==> src/rtl/decode_s1_skid.sv <==
// rtl/decode_s1_skid.sv - two-entry skid buffer between decode stage 1 and decode stage 2
module decode_s1_skid #(
    parameter int PW     = 160,
    parameter int IADDRW = 32
) (
    input  logic              clk,
    input  logic              reset,
    input  logic              flush,
    input  logic              s1_valid,
    output logic              s1_ready,
    input  logic [PW-1:0]     s1_payload,
    input  logic [IADDRW-1:0] s1_pc,
    output logic              s2_valid,
    input  logic              s2_ready,
    output logic [PW-1:0]     s2_payload,
    output logic [IADDRW-1:0] s2_pc,
    output logic [1:0]        occupancy
);

    typedef enum logic [1:0] {
        EMPTY = 2'd0,
        ONE   = 2'd1,
        FULL  = 2'd2
    } state_t;

    state_t            state;
    state_t            state_next;
    logic              wr_ptr;
    logic              rd_ptr;
    logic [PW-1:0]     payload_q [2];
    logic [IADDRW-1:0] pc_q      [2];
    logic              push;
    logic              pop;

    assign push = s1_valid & s1_ready & ~flush;
    assign pop  = s2_valid & s2_ready & ~flush;

    // No bypass: an empty buffer only ever moves to ONE, never forwards same-cycle.
    always_comb begin
        state_next = state;
        if (flush) begin
            state_next = EMPTY;
        end else begin
            case (state)
                EMPTY: if (push) state_next = ONE;
                ONE: begin
                    if (push && !pop)      state_next = FULL;
                    else if (pop && !push) state_next = EMPTY;
                end
                FULL:  if (pop) state_next = ONE;
                default: state_next = EMPTY;
            endcase
        end
    end

    // Ready and valid are registered from the next state so neither depends
    // combinationally on s2_ready.
    always_ff @(posedge clk or posedge reset) begin
        if (reset) begin
            state    <= EMPTY;
            wr_ptr   <= 1'b0;
            rd_ptr   <= 1'b0;
            s1_ready <= 1'b1;
            s2_valid <= 1'b0;
            for (int i = 0; i < 2; i++) begin
                payload_q[i] <= '0;
                pc_q[i]      <= '0;
            end
        end else begin
            state    <= state_next;
            s1_ready <= (state_next != FULL);
            s2_valid <= (state_next != EMPTY);
            if (flush) begin
                wr_ptr <= 1'b0;
                rd_ptr <= 1'b0;
            end else begin
                if (push) begin
                    payload_q[wr_ptr] <= s1_payload;
                    pc_q[wr_ptr]      <= s1_pc;
                    wr_ptr            <= ~wr_ptr;
                end
                if (pop) begin
                    rd_ptr <= ~rd_ptr;
                end
            end
        end
    end

    assign s2_payload = payload_q[rd_ptr];
    assign s2_pc      = pc_q[rd_ptr];
    assign occupancy  = state;

endmodule

==> config.mk <==
export PLATFORM = sky130hd
export DESIGN_NAME = decode_s1_skid
export DESIGN_NICKNAME = d
export VERILOG_FILES = /design/src/rtl/decode_s1_skid.sv
export SDC_FILE = /design/constraint.sdc
export NUM_CORES = 1
export LEC_CHECK = 0
export BUFFER_PORTS_ARGS = -buffer_cell sky130_fd_sc_hd__buf_2
export CORE_MARGIN = 4
export CORE_UTILIZATION = 54
export CTS_BUF_LIST = sky130_fd_sc_hd__clkbuf_16
export CTS_CLUSTER_DIAMETER = 150
export DETAILED_ROUTE_END_ITERATION = 6
export PLACE_DENSITY_LB_ADDON = 0.08
export SYNTH_ARGS = -nofsm -noshare
export SYNTH_HDL_FRONTEND = slang
export SYNTH_SLANG_ARGS = --single-unit
==> constraint.sdc <==
create_clock -name clk -period 13.63 [get_ports clk]
set_clock_uncertainty 0.1 [all_clocks]
set_input_delay 0.6815 -clock clk [delete_from_list [all_inputs] [get_ports clk]]
set_output_delay 0.6815 -clock clk [all_outputs]
set_load 0.05 [all_outputs]
Yosys cells after proc, flatten, opt, wreduce, memory -nomap -nowiden
Index checks and enable logic that the tools add are counted.
{"block": "op_classes", "mux": 22, "bitwise_logic": 9, "reduce_logical": 10, "n_eq_ne": 3, "order_cmp": 3}
{"cell": "$mux 160", "count": 4}
{"cell": "$bwmux 320", "count": 1}
{"cell": "$demux 160 s1", "count": 1}
{"cell": "$mux 32", "count": 4}
{"cell": "$bwmux 64", "count": 1}
{"cell": "$demux 32 s1", "count": 1}
{"cell": "$mux 2", "count": 5}
{"cell": "$pmux 2 s3", "count": 1}
{"cell": "$reduce_bool 2->1", "count": 3}
{"cell": "$and 1x1->1", "count": 4}
{"cell": "$ge 2x2->1 const B", "count": 2}
{"cell": "$mux 1", "count": 4}
{"cell": "$not 1->2", "count": 2}
{"cell": "$logic_and 1x1->1", "count": 3}
{"cell": "$not 1->1", "count": 3}
{"cell": "$eq 2x1->1 const B", "count": 1}
{"cell": "$eq 2x2->1 const B", "count": 1}
{"cell": "$logic_not 1->1", "count": 2}
{"cell": "$logic_not 2->1", "count": 1}
{"cell": "$lt 2x1->1 const B", "count": 1}
{"cell": "$ne 2x2->1 const B", "count": 1}
{"cell": "$reduce_and 2->1", "count": 1}
{"block": "totals", "reg_bits": 390, "inputBits": 197, "out_inout_bits": 196}

Longest topological paths before layout
{"block": "depth", "depth_word": 9, "ltp_mapped": 5}

Least setup slack after synthesis
OpenSTA, ideal clock, no wires.
{"block": "synth_timing", "path_type": "reg-to-output", "startpoint": "register rd_ptr", "endpoint": "output port s2_payload[0]", "path_slack_ns": 11.508, "t_required_ns": 12.848, "path_stages_with_launch": 4, "n_path_buf": 2, "arrival_ns": 1.340, "path_cell_list": "dfrtp_1 > clkbuf_1 > buf_2 > mux2_2"}
{"block": "synth_via", "elab_chain_len": 4}
{"item": "start, declared", "line": "29", "source": "logic rd_ptr;"}
{"item": "start signal, assigned", "line": "83", "source": "rd_ptr <= ~rd_ptr;"}
{"item": "$not 1->2 (not written as such)", "line": "89", "source": "assign s2_payload = payload_q[rd_ptr];"}
{"item": "$mux 160 (not written as such) (3 in a row)", "line": "89"}
{"item": "end, declared", "line": "15", "source": "output logic [PW-1:0] s2_payload,"}
No other way between the ends. The select of a mux whose other input is x is not followed.

Final worst setup path
{"block": "layout_timing", "startpoint": "register rd_ptr", "endpoint": "output port s2_payload[119]"}
Same word-level chain as after synthesis.

==> results.cfg <==
[yosys]
yosysSeqAreaShare = 0.579
async_flop_share = 1.00
ys_types = 21
syn_area_per_cell_sq_um = 16.0
ys.warnings.count = 0
synth_edf_count = 0
synth_fp_nets = 1249
synth_top_flop_cell = dfrtp_1
syn-instance-count = 1052
synth_area_sq_um = 16900
ys_ff_latch = 390

[sta]
tightest_slew_ns = 1.05
hold_violations = 0
maxSlewHeadroom = 0.299
setup_viol = 0
rsz0062_at_grt = false
finalSetupTns_ns = 0
fmax_mhz = 260
period_needed_ns = 3.84
maxSlewViolCount = 0
whs_ns = 0.160
period_share = 0.282

[clock_network]
cts_tree = done
htreeDepth = 2
cts_resized = 0
postCtsSetupRepairBufs = 0
cts_root_buffer = clkbuf_16
clock_path_buffers = 3
cts_inserted_buffers = 41
holdBufCountCts = 0
clk-insertion-delay-late_ns = 0.51
clk_pin_slew_ns = 0.06
clock-sinks = 390

[layout]
nets = 1632
layout_commonest_cell = mux2_2
layoutNonFillerInstCount = 1876
syn_to_final_growth_pct = 20.2
layout-drive-gt1-share = 0.709
final_cell_mix = 576 x mux2_2, 392 x buf_2, 388 x dfrtp_1, 43 x clkbuf_16, 15 x inv_1

[pwr]
p_per_area_nw_per_um2 = 215
leakagePower_nw = 9.30
peakVddDrop_uv = 117

[setup_path]
crit_family = buffers and inverters
crit_chain = buf_4 > mux2_2 > buf_2
cp_slowest_cell = dfrtp_4
crit_path_start_kind = register
crit_fanout = 67
crit_arrival_ns = 3.06
crit_path_max_incr_delay_ns = 0.95
cp-end-kind = output port
path_buf_inv = 2
critPathKind = register to output port
cp.required_ns = 12.85
rrSetupSlack_ns = 10.67

[placement]
io_buffers = 392
dp.cells = 1788
hpwl_um = 26200
gp_congestion = 0.800

[drt]
wl_met2_um = 18100
route.met3.wl_um = 2930
route.layer.met1.wl_um = 16400
drc = 0
vias = 10000
dr.first_iter.drc_count = 443
drt.antenna.violating_nets = 0
top_layer_used = met5
drt-wirelength-per-cell_um = 20.5
via_per_inst = 5.35
drt_pass1_iterations = 4
wirelength_um = 38500

[global_route]
grt_max_degree = 161
antenna_found_initial = 18
grt_pass1_wl_um = 59600
grt_usage = 0.221
grt_pass1_vias = 10600
overflow = 0

[floorplanning]
die_h_um = 185
die_area_sq_um = 34100
initial_core_util = 0.550
core-area_sq_um = 30700
rows = 64
die_x_um = 185
io_pins = 393

[run]
drv_cap = 0

[outcome]
outcome = completed

[worst_hold_path]
min_path_type = input port to async pin
[per-layer routing]
metal  track usage  vias to the layer above
met2         0.350                      297
met1         0.302                     5058
met3        0.0622                       72
li1              -                     4595
met5             0                        -
met4        0.0622                       14
[stage by stage]
step | power [W] | util | setup WS [ns] | area, sq um
2_1_floorplan | 0.00301 | - | 2.01 | 16900
3_3_place_gp | 0.00331 | 0.619 | 10.31 | 19000
3_5_place_dp | 0.00333 | 0.619 | 10.34 | 19000
4_1_cts | 0.00439 | 0.660 | 9.77 | 20200
5_1_grt | 0.00457 | 0.661 | 9.68 | 20300
6_report | 0.00435 | 0.661 | 9.79 | 20300
[layout make-up]
type / instances / area, sq um
fillers: 2326 / 10400
flip-flops and latches: 390 / 9760
multi-input cells: 596 / 6630
repair buffers: 404 / 2060
clock buffers: 43 / 1080
well taps: 396 / 495
clock inverters: 31 / 185
diodes: 14 / 35.0
inverters: 2 / 15.0
[logic make-up (layout without fill, tap and decap cells)]
family | Yosys count | after routing | share of synthesized area
multiplexers | 576 | 576 | 0.385
flip-flops | 390 | 390 | 0.579
buffers and inverters | 66 | 480 | 0.0285
other | 0 | 14 | 0
XOR/XNOR | 2 | 2 | 0.00104
AND/OR/NAND/NOR | 12 | 12 | 0.00452
AO/OA/AOI/OAI | 6 | 6 | 0.00282
[cells in the mapped netlist (2+ instances only)]
| cell type | number | area, sq um |
|---|---|---|
| nor2_1 | 4 | 15.0 |
| a211oi_1 | 2 | 15.0 |
| xor2_1 | 2 | 17.5 |
| buf_1 | 2 | 7.51 |
| inv_1 | 2 | 7.51 |
| nand2_1 | 2 | 7.51 |
| clkbuf_1 | 2 | 7.51 |
| buf_6 | 18 | 203 |
| mux2_2 | 576 | 6490 |
| buf_2 | 24 | 120 |
| nand4b_1 | 3 | 26.3 |
| buf_4 | 18 | 135 |
| dfrtp_1 | 389 | 9730 |
[registers in the layout, summed over array words and instances, names as in the netlist]
name	flops
occupancy	2
rd_ptr	1
pc_q	64
payload_q	320
s2_valid	1
s1_ready	1
wr_ptr	1
[power by group]
group / internal (W) / switching, W
registers: 0.00154 / 0.000209
logic: 0.000589 / 0.000973
clock network: 0.000606 / 0.000438
[final timing paths]
| path | startpoint | endpoint | cells past startpoint |
|---|---|---|---|
| min reg2reg | payload_q[48] | payload_q[48] | 1 |
| min in group clk | s1_pc[4] | pc_q[4] | 2 |
| max in group asynchronous | reset | payload_q[232] | 3 |
| max | rd_ptr | s2_payload[119] | 3 |
| max reg2reg | s1_ready | payload_q[185] | 5 |
| min | reset | payload_q[25] | 2 |
No activity file was read; power rests on OpenSTA's default activity.
